`config.mk`:
```
export PLATFORM = sky130hd
export DESIGN_NAME = if_id_fetch_stage
export DESIGN_NICKNAME = d
export VERILOG_FILES = /design/src/rtl/if_id_fetch_stage.sv
export SDC_FILE = /design/constraint.sdc
export NUM_CORES = 1
export LEC_CHECK = 0
export BUFFER_PORTS_ARGS = -buffer_cell sky130_fd_sc_hd__buf_4
export CORE_UTILIZATION = 51
export DETAILED_ROUTE_END_ITERATION = 16
export GPL_TIMING_DRIVEN = 0
export PLACE_DENSITY = 0.89
export SYNTH_ARGS = -nofsm -noshare
export SYNTH_HDL_FRONTEND = slang
export SYNTH_SLANG_ARGS = --single-unit
```
`constraint.sdc`:
```
create_clock -name clk -period 2.2 [get_ports clk]
set_input_delay 0 -clock clk [delete_from_list [all_inputs] [get_ports clk]]
set_output_delay 0 -clock clk [all_outputs]
set_load 0.02 [all_outputs]
```
`src/rtl/if_id_fetch_stage.sv`:
```
// Instruction-fetch stage: owns the PC, drives the instruction ROM address and
// registers the fetched word plus PC+4 into the IF/ID pipeline register.
module if_id_fetch_stage #(
    parameter logic [31:0] RESET_PC = 32'h00400000,
    parameter logic [31:0] NOP_WORD = 32'h00000000
) (
    input  logic        clk,
    input  logic        reset,
    input  logic        stall,
    input  logic        flush,
    input  logic        redirect_valid,
    input  logic [31:0] redirect_pc,
    input  logic [31:0] imem_instr,
    output logic [31:0] imem_addr,
    output logic [31:0] ifid_instr,
    output logic [31:0] ifid_pc4,
    output logic        ifid_valid,
    output logic [31:0] fetch_count,
    output logic        misalign
);

    logic [31:0] r_pc;
    logic [31:0] r_ifid_instr;
    logic [31:0] r_ifid_pc4;
    logic        r_ifid_valid;
    logic [31:0] r_fetch_count;
    logic        r_misalign;

    logic [31:0] w_pc_plus4;
    logic [31:0] w_redirect_target;
    logic        w_squash;
    logic        w_load;
    logic        w_bad_target;

    assign w_pc_plus4        = r_pc + 32'd4;
    assign w_redirect_target = {redirect_pc[31:2], 2'b00};
    // A redirect always squashes the wrong-path word sitting at the ROM output.
    assign w_squash          = flush | redirect_valid;
    assign w_load            = ~w_squash & ~stall;
    assign w_bad_target      = redirect_valid & (redirect_pc[1:0] != 2'b00);

    always_ff @(posedge clk or negedge reset) begin
        if (!reset) begin
            r_pc <= RESET_PC;
        end else if (redirect_valid) begin
            r_pc <= w_redirect_target;
        end else if (!stall) begin
            r_pc <= w_pc_plus4;
        end
    end

    always_ff @(posedge clk or negedge reset) begin
        if (!reset) begin
            r_ifid_instr <= NOP_WORD;
            r_ifid_pc4   <= 32'd0;
            r_ifid_valid <= 1'b0;
        end else if (w_squash) begin
            r_ifid_instr <= NOP_WORD;
            r_ifid_pc4   <= w_pc_plus4;
            r_ifid_valid <= 1'b0;
        end else if (w_load) begin
            r_ifid_instr <= imem_instr;
            r_ifid_pc4   <= w_pc_plus4;
            r_ifid_valid <= 1'b1;
        end
    end

    always_ff @(posedge clk or negedge reset) begin
        if (!reset) begin
            r_fetch_count <= 32'd0;
        end else if (w_load) begin
            r_fetch_count <= r_fetch_count + 32'd1;
        end
    end

    // Sticky until reset so software can inspect it after the fact.
    always_ff @(posedge clk or negedge reset) begin
        if (!reset) begin
            r_misalign <= 1'b0;
        end else if (w_bad_target) begin
            r_misalign <= 1'b1;
        end
    end

    assign imem_addr   = r_pc;
    assign ifid_instr  = r_ifid_instr;
    assign ifid_pc4    = r_ifid_pc4;
    assign ifid_valid  = r_ifid_valid;
    assign fetch_count = r_fetch_count;
    assign misalign    = r_misalign;

endmodule
```
==> out/results.ini, run 1 <==
[drt]
firstDrtPassIters = 5
wl_per_cell_um = 19.7
drt_iter0_markers = 489
num_vias = 5659
drc = 0
antenna_left = 0
wirelength_um = 19500
vias_per_cell = 5.70

[synth]
synth_area_leaders = dfrtp_1 53%, xnor2_1 6.9%, xor2_1 6.3%
seq_area_frac_synth = 0.537
syn-instance-count = 553
avgSynthCellArea_um2 = 10.6
synthArstFlopShare = 1.00
synth.most_common_cell = dfrtp_1
synth-seq-cells = 126
netlist.area_leader.share = 0.533
synth_edf_count = 0
syn_area_um2 = 5870
synth_ff_type = dfrtp_1
synth_top_area_cell = dfrtp_1
synth.distinct_cells = 43
synth_common_cells = 125 x dfrtp_1, 80 x nand2_1, 50 x o21ai_1, 46 x xnor2_1, 42 x xor2_1
yosys_warnings = 0

[global_route]
grt_pass1_wl_um = 29500
track_usage = 0.332
grt_max_degree = 65
antenna_found_initial = 0
grt_pass1_vias = 5748
grt_overflow_total = 0

[place]
io_buffers = 193
dp_hpwl_um = 11400
gp_congestion = 0.917
dp_slack_ps = 87.1
placed_area_um2 = 7540

[power]
leakage_nw = 4.11
net-switching-power_w = 0.00188
swShare = 0.278
p_per_area_nw_per_um2 = 765
power_frac_comb = 0.184
irDropWorstVdd_v = 0.000529
sequentialPowerShare = 0.402
cellInternalPower_w = 0.00488
clockPowerShare = 0.414

[sta]
fin_skew_ps = 9.64
timing.final.crit_share = 0.971
setup_ws_ps = 64.2
max_freq_ghz = 0.468
setup_violations = 0
hold_violations = 0
finalMaxSlewViolations = 0
worst_pin_slew_ps = 692
period_minus_slack_ps = 2140
finalSetupTns_ps = 0
relSlewSlack = 0.537

[clock_tree]
path_clk_slew_ps = 60
cts_root_buf = clkbuf_16
tritoncts = done
clock_latency_ps = 420
cts-htree-levels = 4
clk_path_buf_depth = 2
numCtsBuffers = 17
clock-sinks = 126

[die]
die_x_um = 109
ios = 199
die_y_um = 109
start_util = 0.532
core_area_um2 = 11000
die_area_um2 = 11900
row_count = 38

[final_layout]
drive_above_1_share = 0.306
ff_latch_area_um2 = 3150
n_antenna_cell = 0
fillers = 618
areaGrowthSynthToFinish_pct = 50.5
final_area_um2 = 8840
multi_input_area_um2 = 2570
fin_nets = 910

[setup_path]
end_kind = register
path_cells = clkbuf_1, nand4_1, nor4_1, nand3_1, xnor2_1, mux2_2
cp.depth = 6
critPathLaunchType = register
path_delay_family = simple AND/OR/NAND/NOR gates
cp_num_buf_inv = 1
slowest_stage = nor4_1
critPathRequiredTime_ps = 2490
worst-path-max-fanout = 7
worst_r2r_path_depth = 6
max_stage_delay_ps = 510
critPathKind = register to register
arrival_ps = 2430

[outcome]
outcome = finished, final reports clean

[job]
maxCapViolCount = 0

[worst_hold_path]
hold_path_class = input port to asynchronous set/reset pin

-- worst register-to-register path, delay by kind of cell (launching register included) --
| kind | cells | cell delay, ps |
|---|---|---|
| xor+xnor | 1 | 150 |
| mux | 1 | 250 |
| simple gates | 3 | 890 |
| buf+inv | 1 | 330 |
| flops | 1 | 390 |
-- power by group through the flow --
stage / Combinational (W) / Clock [W] / Sequential (W)
floorplan: 0.000351 / 0 / 0.00293
global placement: 0.00108 / 0 / 0.00272
detailed placement: 0.00111 / 0 / 0.00274
CTS: 0.00121 / 0.00278 / 0.00270
global route: 0.00132 / 0.00291 / 0.00274
finish: 0.00124 / 0.00280 / 0.00272
-- placed cells by master, fill, tap and decap left out, types with 5 or more instances in the layout --
cell,netlist,layout
buf_2,9,9
buf_4,4,200
dfrtp_1,125,125
o21ai_1,50,50
clkbuf_1,23,27
xor2_1,42,42
mux2_2,5,5
xnor2_1,46,46
dlygate4sd3_1,0,65
nor2_1,18,18
nand2_1,80,80
o21ai_0,6,6
nand3_1,34,34
clkbuf_8,0,5
clkbuf_16,0,17
a22o_1,32,32
and3_1,7,7
nand4_1,25,25
nor3_1,7,7
-- timing repair --
| item | 4_1_cts | 5_1_grt |
|---|---|---|
| hold buffers | 65 | 0 |
| endpoints found under the setup margin | 1 | 14 |
| hold endpoints to repair | 126 | 0 |
| setup buffers | 0 | 5 |
| pin swaps | 1 | 3 |
| gates resized for setup | 0 | 1 |
-- per-stage QoR --
stage | total power (W) | hold slack, ps | std cells | util
3_5_place_dp | 0.00385 | 29.1 | 890 | 0.683
5_1_grt | 0.00697 | 175 | 992 | 0.801
2_1_floorplan | 0.00328 | -296 | 556 | -
4_1_cts | 0.00670 | 110 | 987 | 0.796
3_3_place_gp | 0.00380 | 214 | 889 | 0.681
6_report | 0.00676 | 148 | 992 | 0.801
-- per-layer routing --
metal	vias to the layer above	GRT usage	wire length (um)
met5	-	0	0
met4	0	0.160	559
met3	65	0.0830	1650
met2	344	0.582	10100
met1	2760	0.380	7250
li1	2490	-	-
-- state kept, by name, indices dropped and copies added (netlist names) --
register and flops:
fetch_count 32, ifid_instr 32, ifid_pc4 30, ifid_valid 1, imem_addr 30, misalign 1
-- area by class of cell --
type | instances | share of cell area
multi-input combinational | 392 | 0.291
sequential | 126 | 0.357
clock buffer | 26 | 0.0576
clock inverter | 6 | 0.00906
buffer | 37 | 0.0187
tap | 140 | 0.0198
timing repair buffer | 264 | 0.247
inverter | 1 | 0.000425
-- path summary, 6_finish.rpt --
path                            slack, ps                     endpoint                       from
min in group clk                      170   fetch_count[5]$_DFFE_PN0P_                      flush
worst min register to register        480         misalign$_DFFE_PN0P_       misalign$_DFFE_PN0P_
worst min-delay path                  150  fetch_count[18]$_DFFE_PN0P_                      reset
max in group asynchronous            1330      ifid_pc4[3]$_DFFE_PN0P_                      reset
worst max-delay path                   60     ifid_pc4[31]$_DFFE_PN0P_  imem_addr[23]$_DFFE_PN0N_
worst max register to register         60     ifid_pc4[31]$_DFFE_PN0P_  imem_addr[23]$_DFFE_PN0N_
-- logic make-up (layout without fill, tap and decap cells) --
family / Yosys count / after routing / share of synthesized area
fa+ha+maj: 2 / 2 / 0.00426
xor+xnor: 88 / 88 / 0.131
buf+inv: 38 / 334 / 0.0288
other cells: 1 / 4 / 0.000639
simple gates: 202 / 202 / 0.188
flops: 126 / 126 / 0.537
mux: 7 / 7 / 0.0132
compound gates: 89 / 89 / 0.0967
No activity file was read; power rests on OpenSTA's default activity.
==> inputs of run 2 (changes only) <==
- CORE_UTILIZATION: 51 -> 46
- PLACE_DENSITY: 0.89 -> 0.77
- clock period: 2.2 -> 1.7 ns (I/O delays scaled with it)
==> run 2 against run 1 <==
The flow now finishes with violations (setup timing). Utilization shrank 0.63 points. Wire length grew 4.8%. Final cell count is 8.9% higher. Global-route usage shrank 4.2 points. Via count grew 4.0%. Critical path type unchanged. Critical endpoint is now fetch_count[27]$_DFFE_PN0P_.
==> out/results.ini, run 2 (synthesis results as in run 1) <==
[drt]
firstDrtPassIters = 5  ; unchanged
vias_per_cell = 5.45  ; -4.5%
wl_per_cell_um = 19.0  ; -3.7%
antenna_left = 0  ; unchanged
drc = 0  ; unchanged
drt_iter0_markers = 541  ; +11%
wirelength_um = 20500  ; +4.8%
num_vias = 5884  ; +4.0%

[die]
die_x_um = 115  ; +5.2%
row_count = 40  ; +5.3%
die_y_um = 115  ; +5.2%
die_area_um2 = 13200  ; +11%
core_area_um2 = 12200  ; +11%
ios = 199  ; unchanged
start_util = 0.481  ; -0.0515

[sta]
setup_ws_ps = -129  ; -193 ps
hold_violations = 0  ; unchanged
max_freq_ghz = 0.547  ; +17%
finalMaxSlewViolations = 0  ; unchanged
fin_skew_ps = 13.5  ; +3.84 ps
hold-worst-slack_ps = 69.9  ; -77.8 ps
worst_pin_slew_ps = 675  ; -17.2 ps
relSlewSlack = 0.550  ; +0.0135
timing.final.crit_share = 1.08  ; +0.105
setup_violations = 30  ; +30
rsz0062_at_grt = true
period_minus_slack_ps = 1830  ; -307 ps

[power]
clockPowerShare = 0.413  ; about the same
cellInternalPower_w = 0.00652  ; +34%
leakage_nw = 4.49  ; +9.3%
sequentialPowerShare = 0.390  ; -0.012
finalPower_w = 0.00906  ; +34%
net-switching-power_w = 0.00254  ; +35%
swShare = 0.281  ; +0.00222
power_frac_comb = 0.197  ; +0.013
p_per_area_nw_per_um2 = 933  ; +22%
irDropWorstVdd_v = 0.000861  ; +63%

[clock_tree]
clock-sinks = 126  ; unchanged
cts_root_buf = clkbuf_16
numCtsBuffers = 17  ; unchanged
clk_path_buf_depth = 2  ; unchanged
cts-htree-levels = 4  ; unchanged
clock_latency_ps = 430  ; about the same
tritoncts = done
path_clk_slew_ps = 60  ; about the same

[final_layout]
fin_nets = 970  ; +6.6%
final_cell_mix = 254 x buf_4, 93 x dfrtp_1, 71 x nand2_1
drive_above_1_share = 0.434  ; +0.128
n_antenna_cell = 0  ; unchanged
final_util = 0.795  ; -0.00628
final_common_cell = buf_4
areaGrowthSynthToFinish_pct = 65.3

[setup_path]
arrival_ps = 2130  ; -300 ps
r2r_setup_slack_ps = -130  ; -190 ps
critPathLaunchType = register
critPathKind = register to register
worst_r2r_path_depth = 5  ; -1
end_kind = register
critPathRequiredTime_ps = 2000  ; -490 ps
worst-path-max-fanout = 4  ; -3

[outcome]
violations = setup timing
outcome = finished with violations

[job]
maxCapViolCount = 0  ; unchanged

[global_route]
use_met2 = 0.512  ; -0.0702
grt-busiest-layer = met2
met3_usage = 0.0749  ; -0.00813
grt_pass1_wl_um = 29100  ; -1.5%
grtUsageMet1 = 0.332  ; -0.0474
antenna_found_initial = 0  ; unchanged
grt_overflow_total = 0  ; unchanged
grt_max_degree = 86  ; +32%
track_usage = 0.291  ; -0.0417
grt_pass1_vias = 5784  ; +0.63%

[place]
io_buffers = 193  ; unchanged
gp_congestion = 0.866  ; -5.6%
dp_hpwl_um = 11600  ; +1.6%

[worst_hold_path]
hold_path_class = input port to asynchronous set/reset pin

run 2: cell types whose count changed in the layout (fill, tap and decap cells not counted), sizes merged:
cell      delta
buf         +64
clkinv       +2
clkbuf       -9
bufinv       +1
clkinvlp     +2
run 2: area by class of cell:
cell class | instances | area (um^2)
Fill cell | 694 | 2500
Buffer | 33 | 194
Timing Repair Buffer | 328 | 2690
Clock buffer | 21 | 470
Clock inverter | 11 | 139
Inverter | 1 | 3.75
Sequential cell | 126 | 3190
Multi-Input combinational cell | 392 | 2810
Tap cell | 168 | 210
run 2: worst paths after layout:
check,from,to
setup / recovery,fetch_count[5]$_DFFE_PN0P_,fetch_count[27]$_DFFE_PN0P_
hold / removal,reset,ifid_instr[26]$_DFFE_PN0P_
setup reg to reg,fetch_count[5]$_DFFE_PN0P_,fetch_count[27]$_DFFE_PN0P_
hold reg to reg,misalign$_DFFE_PN0P_,misalign$_DFFE_PN0P_
max in group asynchronous,reset,imem_addr[17]$_DFFE_PN0N_
min in group clk,flush,fetch_count[5]$_DFFE_PN0P_
run 2: stage by stage:
stage | instances | worst slack (ps) | TNS (ps) | area (um^2)
finish | 1080 | -129 | -1970 | 9710
global placement | 917 | -246 | -6900 | 7650
CTS | 1052 | -33.2 | -108 | 9310
detailed placement | 918 | -274 | -8860 | 7680
global route | 1080 | -223 | -4430 | 9710
floorplan | 556 | -126 | -363 | 5990
run 2: repair_timing:
item	4_1_cts	5_1_grt
cloned	1	1
buffers inserted	39	28
endpoints found under the setup margin	50	55
pin swaps	21	35
hold buffers	65	0
resized for setup	20	56
endpoints found under the hold margin	188	0
run 2: layer usage:
metal / share of wire / routed length, um
met5: 0 / 0
met4: 0.034 / 699
met3: 0.082 / 1690
met2: 0.51 / 10400
met1: 0.37 / 7670
run 2: critical path, cell delays in order, from the launching register on:
cell,delay [ps]
dfrtp_2,390
nand4_1,140
or4_4,600
nor3_4,260
nand2_1,160
xnor2_2,160
run 2: power groups by stage:
stage	Combinational, W	Sequential (W)	Clock [W]
after floorplan	0.000476	0.00380	0
after global placement	0.00144	0.00354	0
after detailed placement	0.00147	0.00356	0
after CTS	0.00167	0.00351	0.00376
after global routing	0.00189	0.00356	0.00391
final	0.00178	0.00353	0.00375
==> inputs of run 3 (changes only) <==
- PLACE_DENSITY: 0.77 -> default
- PLACE_DENSITY_LB_ADDON: default -> 0.05
- SETUP_SLACK_MARGIN: default -> 0.15
==> run 3 against run 2 <==
The run still ends with setup timing left. Via count shrank 2.0%. Clock skew shrank 6.1 ps. Non-clock buffer count grew 10. Final cell count grew 1.2%. First-iteration DRC count shrank 33%. Flip-flop and latch count is the same. Clock power shrank 2%. Wire length shrank 2.9%. Global-route usage grew 0.37 points. Critical endpoint is now ifid_pc4[20]$_DFFE_PN0P_.
==> out/results.ini, run 3 (synthesis results as in run 1) <==
[die]
die_x_um = 115  ; unchanged
die_y_um = 115  ; unchanged
core_area_um2 = 12200  ; unchanged
row_count = 40  ; unchanged
start_util = 0.481  ; unchanged
die_area_um2 = 13200  ; unchanged
ios = 199  ; unchanged

[drt]
antenna_left = 0  ; unchanged
drc = 0  ; unchanged
met2_length_um = 10400  ; -0.56%
wl_met1_um = 7690  ; +0.27%
wirelength_um = 19900  ; -2.9%
firstDrtPassIters = 4  ; -1
route.met3.wl_um = 1300  ; -23%
vias_per_cell = 5.27  ; -3.2%
num_vias = 5765  ; -2.0%
wl_per_cell_um = 18.2  ; -4.0%
drt_iter0_markers = 360  ; -33%
routed.top_layer = met4

[setup_path]
critPathLaunchType = register
worst_r2r_path_depth = 8  ; +3
critPathMostFrequentCell = buf_6
r2r_setup_slack_ps = -80  ; +50 ps
max_stage_delay_ps = 380  ; -220 ps
r2r_start = imem_addr[9]$_DFFE_PN0N_
cp_num_buf_inv = 3  ; +3
worst-path-max-fanout = 5  ; +1
path_cells = buf_6, buf_6, nand3_4, nor4_4, buf_6, nand4_1, xor2_1, o21ai_1
critPathKind = register to register
slowest_stage = nor4_4
arrival_ps = 2060  ; -70 ps
end_kind = register
path_delay_family = simple AND/OR/NAND/NOR gates
critPathRequiredTime_ps = 1980  ; -20 ps
r2r_end = ifid_pc4[20]$_DFFE_PN0P_

[clock_tree]
tritoncts = done
clk_path_buf_depth = 2  ; unchanged
numCtsBuffers = 17  ; unchanged
clock-sinks = 126  ; unchanged
cts-htree-levels = 4  ; unchanged
path_clk_slew_ps = 60  ; about the same
cts_root_buf = clkbuf_16
clock_latency_ps = 420  ; about the same

[global_route]
grt_pass1_vias = 5709  ; -1.3%
grt_overflow_total = 0  ; unchanged
track_usage = 0.295  ; +0.00370
grt_pass1_wl_um = 29400  ; +1.2%
grt_max_degree = 98  ; +14%
antenna_found_initial = 2  ; +2

[sta]
max_freq_ghz = 0.562  ; +2.9%
relSlewSlack = 0.416  ; -0.134
hold-worst-slack_ps = 26.3  ; -43.6 ps
hold_violations = 0  ; unchanged
finalSetupTns_ps = -723  ; +1250 ps
setup_ws_ps = -78.4  ; +50.8 ps
setup_violations = 25  ; -17%
rsz0062_at_grt = true
fin_skew_ps = 7.36  ; -6.12 ps
period_minus_slack_ps = 1780  ; -50.8 ps
finalMaxSlewViolations = 0  ; unchanged
timing.final.crit_share = 1.05  ; -0.0299
worst_pin_slew_ps = 876  ; +201 ps

[place]
gp_congestion = 0.828  ; -4.4%
dp_cells = 918  ; unchanged
io_buffers = 193  ; unchanged
dp_hpwl_um = 11400  ; -2.0%

[power]
irDropWorstVdd_v = 0.000563  ; -35%
leakage_nw = 4.58  ; +1.9%
p_per_area_nw_per_um2 = 911  ; -2.4%
finalPower_w = 0.00910  ; +0.45%

[final_layout]
final_common_cell = buf_4
fillers = 724  ; +4.3%
multi_input_area_um2 = 2970  ; +5.7%
ff_latch_area_um2 = 3200  ; +0.16%
final_cell_mix = 259 x buf_4, 89 x dfrtp_1, 70 x nand2_1
areaGrowthSynthToFinish_pct = 70.1
drive_above_1_share = 0.470  ; +0.0354
final_cell_count_no_fill = 1093  ; +1.2%
fin_nets = 980  ; +1.0%

[outcome]
violations = setup timing
outcome = finished with violations

[job]
maxCapViolCount = 0  ; unchanged

[worst_hold_path]
hold_path_class = input port to asynchronous set/reset pin

-- run 3: cell type report --
| type | instances | area share |
|---|---|---|
| diodes | 3 | 0.000751 |
| plain buffers | 37 | 0.0249 |
| clock buffers | 22 | 0.0495 |
| clock inverters | 10 | 0.0110 |
| inverters | 1 | 0.000376 |
| multi-input cells | 392 | 0.297 |
| flip-flops and latches | 126 | 0.320 |
| well taps | 168 | 0.0210 |
| repair buffers | 334 | 0.275 |
-- run 3: metrics by stage --
stage	utilization	area (um^2)	worst slack, ps
finish	0.818	9990	-78.4
global route	0.818	9990	-180
CTS	0.782	9550	-50.0
detailed placement	0.635	7750	-302
global placement	0.632	7720	-292
floorplan	-	6060	-125
-- run 3: worst max path at each step --
| stage | from | end | slack, ps | cells after the start |
|---|---|---|---|---|
| after floorplan | imem_addr[14]$_DFFE_PN0N_ | ifid_pc4[21]$_DFFE_PN0P_ | -130 | 6 |
| after global placement | redirect_valid | ifid_pc4[20]$_DFFE_PN0P_ | -290 | 6 |
| after detailed placement | redirect_valid | ifid_pc4[23]$_DFFE_PN0P_ | -300 | 6 |
| after CTS | fetch_count[6]$_DFFE_PN0P_ | fetch_count[29]$_DFFE_PN0P_ | -50 | 5 |
| after global routing | fetch_count[15]$_DFFE_PN0P_ | fetch_count[29]$_DFFE_PN0P_ | -180 | 5 |
| final | imem_addr[9]$_DFFE_PN0N_ | ifid_pc4[20]$_DFFE_PN0P_ | -80 | 8 |
-- run 3: power breakdown --
group          internal [W]  switching, W
Sequential          0.00325      0.000258
Clock               0.00234       0.00134
Combinational      0.000927      0.000979
-- run 3: metal layers --
| layer | up-vias | track usage |
|---|---|---|
| met5 | - | 0 |
| met4 | 0 | 0.161 |
| met3 | 40 | 0.0712 |
| met2 | 238 | 0.507 |
| met1 | 2855 | 0.339 |
| li1 | 2632 | - |
-- run 3: repair_timing --
item | 4_1_cts | 5_1_grt
buffers inserted | 44 | 30
resized for setup | 51 | 44
setup endpoints to repair | 65 | 69
pin swaps | 47 | 41
hold buffers | 65 | 0
hold endpoints to repair | 189 | 0
cloned | 0 | 1
